$ cat config.mk
export PLATFORM = sky130hd
export DESIGN_NAME = bus_arbiter_flat
export DESIGN_NICKNAME = d
export VERILOG_FILES = /design/src/rtl/bus_arb_pkg.sv /design/src/rtl/bus_if.sv /design/src/rtl/bus_arbiter_rr_pick.sv /design/src/rtl/bus_arbiter.sv /design/src/flat_wrapper.sv
export SDC_FILE = /design/constraint.sdc
export NUM_CORES = 1
export LEC_CHECK = 0
export ABC_AREA = 0
export CORE_MARGIN = 1.5
export CORE_UTILIZATION = 36
export DETAILED_ROUTE_END_ITERATION = 10
export PLACE_DENSITY = 0.91
export SYNTH_ARGS = -nofsm -noshare
export SYNTH_HDL_FRONTEND = slang
export SYNTH_SLANG_ARGS = --single-unit
$ cat constraint.sdc
create_clock -name clk -period 2.5 [get_ports clk]
set_input_delay 0.375 -clock clk [delete_from_list [all_inputs] [get_ports clk]]
set_output_delay 0.375 -clock clk [all_outputs]
set_load 0.03 [all_outputs]
$ cat src/rtl/bus_arb_pkg.sv
// Shared types for the bus arbiter: FSM state encoding and a wrap-around index helper.
package bus_arb_pkg;

    typedef enum logic [1:0] {
        IDLE = 2'b00,
        ADDR = 2'b01,
        DATA = 2'b10
    } state_t;

    function automatic int wrap_inc(input int idx, input int n);
        return (idx + 1 >= n) ? 0 : idx + 1;
    endfunction

endpackage

$ cat src/rtl/bus_if.sv
// Shared slave bus: two-beat transactions, each beat handshaken by valid/ready.
interface bus_if #(
    parameter int DATA_W = 32
);
    logic              valid;
    logic              read;
    logic              ready;
    logic [DATA_W-1:0] read_data;

    modport master (output valid, output read, input ready, input read_data);
    modport slave  (input valid, input read, output ready, output read_data);
endinterface

$ cat src/rtl/bus_arbiter_rr_pick.sv
// Round-robin picker: first set request at or above ptr, wrapping to 0.
module rr_pick
    import bus_arb_pkg::*;
#(
    parameter int N     = 4,
    parameter int IDX_W = $clog2(N)
) (
    input  logic [N-1:0]     req,
    input  logic [IDX_W-1:0] ptr,
    output logic [N-1:0]     win,
    output logic [IDX_W-1:0] idx,
    output logic             any
);

    int               pos;
    logic [IDX_W-1:0] pos_idx;

    always_comb begin
        win     = '0;
        idx     = '0;
        any     = 1'b0;
        pos     = 0;
        pos_idx = '0;
        for (int off = 0; off < N; off++) begin
            pos = int'(ptr) + off;
            if (pos >= N) begin
                pos = pos - N;
            end
            pos_idx = IDX_W'(pos);
            if (!any && req[pos_idx]) begin
                any          = 1'b1;
                idx          = pos_idx;
                win[pos_idx] = 1'b1;
            end
        end
    end

endmodule

$ cat src/rtl/bus_arbiter.sv
// Round-robin arbiter granting one master at a time onto a shared two-beat bus.
// Optional watchdog abort is enabled by defining ARB_TIMEOUT_EN.
module bus_arbiter
    import bus_arb_pkg::*;
#(
    parameter int NUM_MASTERS    = 4,
    parameter int DATA_W         = 32,
    parameter int TIMEOUT_CYCLES = 16
) (
    input  logic                   clk,
    input  logic                   reset,
    input  logic [NUM_MASTERS-1:0] m_valid,
    input  logic [NUM_MASTERS-1:0] m_read,
    output logic [NUM_MASTERS-1:0] m_ready,
    output logic [DATA_W-1:0]      m_rdata,
    output logic [NUM_MASTERS-1:0] m_grant,
    output logic [NUM_MASTERS-1:0] m_err,
    bus_if.master                  busm
);

    localparam int IDX_W = $clog2(NUM_MASTERS);

    state_t                 state, state_next;
    logic [NUM_MASTERS-1:0] grant, grant_next;
    logic [IDX_W-1:0]       grant_idx, grant_idx_next;
    logic [IDX_W-1:0]       ptr, ptr_next;
    logic [NUM_MASTERS-1:0] pick_win;
    logic [IDX_W-1:0]       pick_idx;
    logic                   pick_any;
    logic                   held;
    logic                   bus_valid;
    logic                   beat_done;
    logic                   timeout;

    rr_pick #(
        .N     (NUM_MASTERS),
        .IDX_W (IDX_W)
    ) u_pick (
        .req (m_valid),
        .ptr (ptr),
        .win (pick_win),
        .idx (pick_idx),
        .any (pick_any)
    );

    // The bus is driven straight from the granted master; nothing leaks out while IDLE.
    assign held      = (state != IDLE);
    assign bus_valid = held & m_valid[grant_idx];
    assign beat_done = bus_valid & busm.ready;

    assign busm.valid = bus_valid;
    assign busm.read  = held & m_read[grant_idx];
    assign m_ready    = held ? (grant & {NUM_MASTERS{busm.ready}}) : '0;
    assign m_rdata    = held ? busm.read_data : '0;
    assign m_grant    = grant;

    always_ff @(posedge clk or posedge reset) begin
        if (reset) begin
            state     <= IDLE;
            grant     <= '0;
            grant_idx <= '0;
            ptr       <= '0;
        end else begin
            state     <= state_next;
            grant     <= grant_next;
            grant_idx <= grant_idx_next;
            ptr       <= ptr_next;
        end
    end

    // Grant is latched on leaving IDLE and held until the data beat (or an abort) retires it.
    always_comb begin
        state_next     = state;
        grant_next     = grant;
        grant_idx_next = grant_idx;
        ptr_next       = ptr;
        case (state)
            IDLE: begin
                if (pick_any) begin
                    state_next     = ADDR;
                    grant_next     = pick_win;
                    grant_idx_next = pick_idx;
                end
            end
            ADDR: begin
                if (timeout) begin
                    state_next = IDLE;
                    grant_next = '0;
                    ptr_next   = IDX_W'(wrap_inc(int'(grant_idx), NUM_MASTERS));
                end else if (beat_done) begin
                    state_next = DATA;
                end
            end
            DATA: begin
                if (timeout || beat_done) begin
                    state_next = IDLE;
                    grant_next = '0;
                    ptr_next   = IDX_W'(wrap_inc(int'(grant_idx), NUM_MASTERS));
                end
            end
            default: begin
                state_next = IDLE;
                grant_next = '0;
            end
        endcase
    end

`ifdef ARB_TIMEOUT_EN
    localparam int CNT_W = $clog2(TIMEOUT_CYCLES + 1);

    logic [CNT_W-1:0]       timer;
    logic [NUM_MASTERS-1:0] err;

    // Counts stalled beat cycles; restarts whenever the state changes or a beat lands.
    always_ff @(posedge clk or posedge reset) begin
        if (reset) begin
            timer <= '0;
            err   <= '0;
        end else begin
            if (!held || beat_done || (state_next != state)) begin
                timer <= '0;
            end else begin
                timer <= timer + 1'b1;
            end
            err <= timeout ? grant : '0;
        end
    end

    assign timeout = held && !beat_done && (timer == CNT_W'(TIMEOUT_CYCLES - 1));
    assign m_err   = err;
`else
    logic timeout_unused;

    assign timeout_unused = (TIMEOUT_CYCLES > 0);
    assign timeout        = 1'b0;
    assign m_err          = '0;
`endif

endmodule

$ cat src/flat_wrapper.sv
// flat-port wrapper written by rule: the top's interface ports become plain ports
module bus_arbiter_flat import bus_arb_pkg::*;
#(
    parameter int NUM_MASTERS    = 4,
    parameter int DATA_W         = 32,
    parameter int TIMEOUT_CYCLES = 16
)
  (clk, reset, m_valid, m_read, m_ready, m_rdata, m_grant, m_err, busm_valid, busm_read, busm_ready, busm_read_data);
  bus_if #(.DATA_W(DATA_W)) busm_i ();
  input  logic clk;
  input  logic reset;
  input  logic [NUM_MASTERS-1:0] m_valid;
  input  logic [NUM_MASTERS-1:0] m_read;
  output logic [NUM_MASTERS-1:0] m_ready;
  output logic [DATA_W-1:0] m_rdata;
  output logic [NUM_MASTERS-1:0] m_grant;
  output logic [NUM_MASTERS-1:0] m_err;
  output wire logic [$bits(busm_i.valid)-1:0] busm_valid;
  output wire logic [$bits(busm_i.read)-1:0] busm_read;
  input wire logic [$bits(busm_i.ready)-1:0] busm_ready;
  input wire logic [$bits(busm_i.read_data)-1:0] busm_read_data;
  assign busm_valid = busm_i.valid;
  assign busm_read = busm_i.read;
  assign busm_i.ready = busm_ready;
  assign busm_i.read_data = busm_read_data;
  bus_arbiter #(.NUM_MASTERS(NUM_MASTERS), .DATA_W(DATA_W), .TIMEOUT_CYCLES(TIMEOUT_CYCLES)) u_core (.clk(clk), .reset(reset), .m_valid(m_valid), .m_read(m_read), .m_ready(m_ready), .m_rdata(m_rdata), .m_grant(m_grant), .m_err(m_err), .busm(busm_i));
endmodule
Word level (Yosys, flattened, before mapping)
Index checks and enable logic that the tools add are counted.
{"block": "classes", "add_sub_neg": 8, "magnitude_cmp": 14, "n_eq_ne": 5, "n_mux": 46, "bitwise": 8, "reduce_logical": 16}
{"cell": "32-bit two-way mux", "n": 1}
{"cell": "4-bit two-way mux", "n": 7}
{"cell": "2-bit two-way mux", "n": 12}
{"cell": "2-bit by 3-bit < comparator with 1-bit output, second input constant", "n": 5}
{"cell": "1-bit two-way mux", "n": 14}
{"cell": "1-bit binary-select mux with 2-bit select", "n": 6}
{"cell": "3-bit >= comparator, second input constant", "n": 4}
{"cell": "4-bit OR", "n": 3}
{"cell": "4-bit one-hot mux with 3 select lines", "n": 1}
{"cell": "1-bit demux with 2-bit select", "n": 4}
{"cell": "2-bit by 1-bit >= comparator with 1-bit output, second input constant", "n": 4}
{"cell": "2-bit by 1-bit subtractor with 2-bit output, second input constant", "n": 4}
{"cell": "1-bit logical AND", "n": 7}
{"cell": "2-bit by 1-bit adder with 3-bit output, second input constant", "n": 2}
{"cell": "2-bit by 2-bit adder with 3-bit output, second input constant", "n": 2}
{"cell": "2-bit by 1-bit != test with 1-bit output, second input constant", "n": 3}
{"cell": "2-bit one-hot mux with 3 select lines", "n": 1}
{"cell": "3-bit AND reduction", "n": 2}
{"cell": "4-bit bitwise AND", "n": 1}
{"cell": "2-bit AND reduction", "n": 2}
{"cell": "1-bit bitwise AND", "n": 3}
{"cell": "2-bit by 3-bit >= comparator with 1-bit output, second input constant", "n": 1}
{"cell": "1-bit zero test", "n": 3}
{"cell": "2-bit by 1-bit == test with 1-bit output, second input constant", "n": 1}
{"cell": "4 further kinds", "n": 4}
{"block": "word_totals", "reg_bits": 10, "input_bits": 43, "output_inout_bits": 46, "wordCells": 101}

Longest topological paths before layout
{"block": "logic_depth", "depth_word": 16, "depth_mapped": 9}

Cells and area by module
A second synthesis with hierarchy kept.
{"block": "hier_totals", "hier_cells": 144, "area_unflattened_um2": 1281.2}
{"mod": "bus_arbiter", "instances": 1, "cells_each": 99, "area_per_inst_um2": 859.6, "seq_area_each_um2": 250.2}
{"mod": "rr_pick", "instances": 1, "cells_each": 45, "area_per_inst_um2": 421.7, "seq_area_each_um2": 0.0}

Least setup slack after synthesis
OpenSTA, ideal clock, no wires.
{"block": "synth_timing", "kind": "reg2reg", "start": "register u_core.ptr[0]", "end": "register u_core.grant[0] (netlist: u_core.m_grant[0])", "t_arrival_ps": 2088, "path_slack_ps": 338, "stages_incl_launch_ff": 10, "path_buffers": 2, "period_less_slack_ps": 2162, "cell_sequence": "dfrtp_1 -> buf_6 -> inv_2 -> ha_1 -> buf_2 -> or3b_1 -> a2111o_1 -> nand3_2 -> a32oi_1 -> o21ai_2"}
{"block": "synth_via", "elab_chain_len": 16, "word_cells_on_any_way": 64, "classes_between": "add/sub: 7; order compare: 12; eq/ne: 1; mux: 30; bitwise: 3; reduce/logical: 11"}
{"element": "start, declared", "line": "bus_arbiter.sv:26", "text": "logic [IDX_W-1:0] ptr, ptr_next;"}
{"element": "start signal, assigned", "line": "bus_arbiter.sv:67", "text": "ptr <= ptr_next;"}
{"element": "parallel branches: the longest is 16 deep, another holds 2-bit by 1-bit adder with 3-bit output"}
{"element": "end signal, assigned", "line": "bus_arbiter.sv:65", "text": "grant <= grant_next;"}
{"element": "end, declared", "line": "bus_arbiter.sv:24", "text": "logic [NUM_MASTERS-1:0] grant, grant_next;"}
Several ways; the timed one is not identified. The select of a mux whose other input is x is not followed.
A chain may end at the register's enable or synchronous reset.

Worst setup path in the final report
{"block": "layout_timing", "start": "input m_valid[2]", "end": "output busm_valid"}
{"block": "layout_via", "elab_chain_len": 3}
{"element": "start, declared", "line": "flat_wrapper.sv:12", "text": "input logic [NUM_MASTERS-1:0] m_valid;"}
{"element": "1-bit binary-select mux with 2-bit select", "line": "bus_arbiter.sv:48", "text": "assign bus_valid = held & m_valid[grant_idx];"}
{"element": "1-bit two-way mux (not written as such)", "line": "bus_arbiter.sv:48"}
{"element": "1-bit bitwise AND", "line": "bus_arbiter.sv:48"}
{"element": "end, declared", "line": "flat_wrapper.sv:18", "text": "output wire logic [$bits(busm_i.valid)-1:0] busm_valid;"}
Every way passes these cells. The select of a mux whose other input is x is not followed.

==> results_dict.tcl <==
set metrics [dict create \
    synth_area_leader_cell "dfrtp_1" \
    synth_compound_area_share_pct 21.19 \
    die-area_um2 3977 \
    vias_per_cell 5.034 \
    io_buffers 84 \
    core_area_um2 3390 \
    htree_num_levels 1 \
    clock_latency_ns 0.28 \
    grt_pass1_wl_mm 6.727 \
    num_rows 21 \
    synth_fa_ha_area_share_pct 8.671 \
    synth_area_per_cell_um2 8.220 \
    groute.usage.overall_pct 20.82 \
    grt_pass1_vias 1431 \
    numCtsBuffers 3 \
    yosysWarnings 0 \
    ys_ff_latch 10 \
    firstDrtPassIters 4 \
    layout_common_cells "84 x clkdlybuf4s50_1, 35 x and2_1, 12 x nand2_1" \
    clkSlewWorstSetupHoldPaths_ns 0.07 \
    leakagePower_nw 0.9133 \
    hp-class "in2async" \
    grt_max_degree 41 \
    synth_top_family_by_area "simple AND/OR/NAND/NOR gates" \
    critPathLaunchType "input port" \
    period_minus_slack_ns 2.423 \
    hold_violations 0 \
    clockBufferDepth 2 \
    insertedDiodeCount 0 \
    period_share_pct 96.93 \
    wl_per_cell_um 13.98 \
    fin_skew_ns 0.001627 \
    synth_edf_count 0 \
    grt_overflow_total 0 \
    n_fill_cell 249 \
    synth_top_area_share_pct 19.27 \
    synth_ff_type "dfrtp_1" \
    hpwl_mm 3.251 \
    max_cap_violations 0 \
    synthMuxAreaShare_pct 10.40 \
    cts_tree "built" \
    vias 1465 \
    required_ns 2.12 \
    die_w_um 63.07 \
    async_flop_share_pct 100.0 \
    yosysUniqueCellTypes 44 \
    antenna_found_initial 0 \
    cp.arrival_ns 2.05 \
    nets 298 \
    gp_congestion 0.8684 \
    syn_inst 158 \
    clock.fmax_ghz 0.4127 \
    cts.sinks 10 \
    synth-xor-area-share_pct 0.6744 \
    tns_ns 0 \
    cts_post_setup_buffers_inserted 0 \
    maxSlewViolCount 0 \
    yosys.area_share.simple_pct 31.79 \
    vdd_drop_max_mv 0.4474 \
    syn_area_um2 1299 \
    postCtsHoldBufs 0 \
    start_util_pct 38.32 \
    area_growth_pct 71.68 \
    crit_type "in2out" \
    ys_seq_area_share_pct 19.27 \
    drc 0 \
    critical_path_peak_fanout 2 \
    final_util_pct 65.78 \
    setup_violations 0 \
    final_common_cell "clkdlybuf4s50_1" \
    ctsRootBufferMaster "clkbuf_4" \
    status "finished, final reports clean" \
    routed_wl_mm 4.069 \
    rsz0062_at_grt "false" \
    dieHeight_um 63.07 \
    cp-end-kind "output pin" \
    drive_above_1_share_pct 11.43 \
    drt-initial-drc-count 58 \
    power_density_nw_per_um2 1242 \
    ios 89 \
    ant_nets 0 \
    synthTopCellsByArea "dfrtp_1 19%, and2_1 17%, ha_1 8.7%" \
]
area by class of cell:
| class | instances | area [µm²] | area share [%] |
|---|---|---|---|
| multi-input cells | 134 | 962.2 | 43.15 |
| clock buffers | 4 | 36.28 | 1.627 |
| flip-flops and latches | 10 | 250.2 | 11.22 |
| repair buffers | 93 | 908.4 | 40.74 |
| inverters | 4 | 15.01 | 0.6734 |
| well taps | 46 | 57.56 | 2.581 |
synthesized netlist by cell type (all sizes together), types with 5 or more instances:
cell type and count:
and2 35, nand2 12, o21ai 12, dfrtp 10, buf 9, ha 9, and3 8, nor2 8
a21oi 6, a31oi 5
worst paths after layout:
kind	from	to	slack [ns]	depth (start not counted)
worst max-delay path	m_valid[2]	busm_valid	0.08	4
worst min-delay path	reset	u_core.ptr[1]	0.38	2
worst max register to register	u_core.ptr[0]	u_core.grant_idx[0]	0.38	7
worst min register to register	u_core.state[1]	u_core.state[0]	0.52	1
max in group asynchronous	reset	u_core.m_grant[2]	1.84	2
min in group clk	u_core.state[1]	u_core.state[0]	0.52	1
through the flow:
step | setup WS [ns] | power, mW | instances | hold slack [ns] | area (µm²)
final | 0.07678 | 2.770 | 291 | 0.3786 | 2230
after global routing | 0.001674 | 2.964 | 291 | 0.4263 | 2230
after CTS | 0.07860 | 2.770 | 291 | 0.3941 | 2230
after detailed placement | 0.07817 | 2.600 | 287 | 0.5109 | 2191
after global placement | 0.08653 | 2.557 | 287 | 0.5017 | 2191
after floorplan | 0.3377 | 1.821 | 161 | 0.2152 | 1310
registers in the layout, summed over array words and instances (netlist names):
signal	count
u_core.m_grant	4
u_core.grant_idx	2
u_core.ptr	2
u_core.state	2
report_power, final:
part / leakage, nW / total (mW) / internal [mW] / switching, mW
logic: 0.766 / 2.30 / 0.992 / 1.31
registers: 0.126 / 0.318 / 0.239 / 0.0795
clock network: 0.0210 / 0.153 / 0.0887 / 0.0643
total: 0.913 / 2.77 / 1.32 / 1.45
cell families (layout without fill, tap and decap cells):
group,count (synthesis),in the layout
adder cells (fa/ha/maj),9,9
flip-flops,10,10
other,1,4
multiplexers,9,9
AND/OR/NAND/NOR,73,73
XOR/XNOR,1,1
buffers and inverters,17,101
AO/OA/AOI/OAI,38,38
critical path, cell delays in order:
cell	delay, ns
clkdlybuf4s50_1	0.45
mux4_2	0.49
and2_1	0.15
clkdlybuf4s50_1	0.59
repair_timing:
| item | CTS | global route |
|---|---|---|
| resized for setup | 1 | 0 |
| setup endpoints to repair | 1 | 0 |
| endpoints found under the hold margin | 0 | 0 |
per-layer routing:
metal / track usage, % / vias to the layer above / part of all wire (%)
li1: - / 724 / -
met2: 37.77 / 80 / 51
met5: 0 / - / 0
met1: 23.59 / 652 / 40
met4: 8.333 / 0 / 2.2
met3: 4.286 / 9 / 7.1
(Power assumes the default switching activity.)
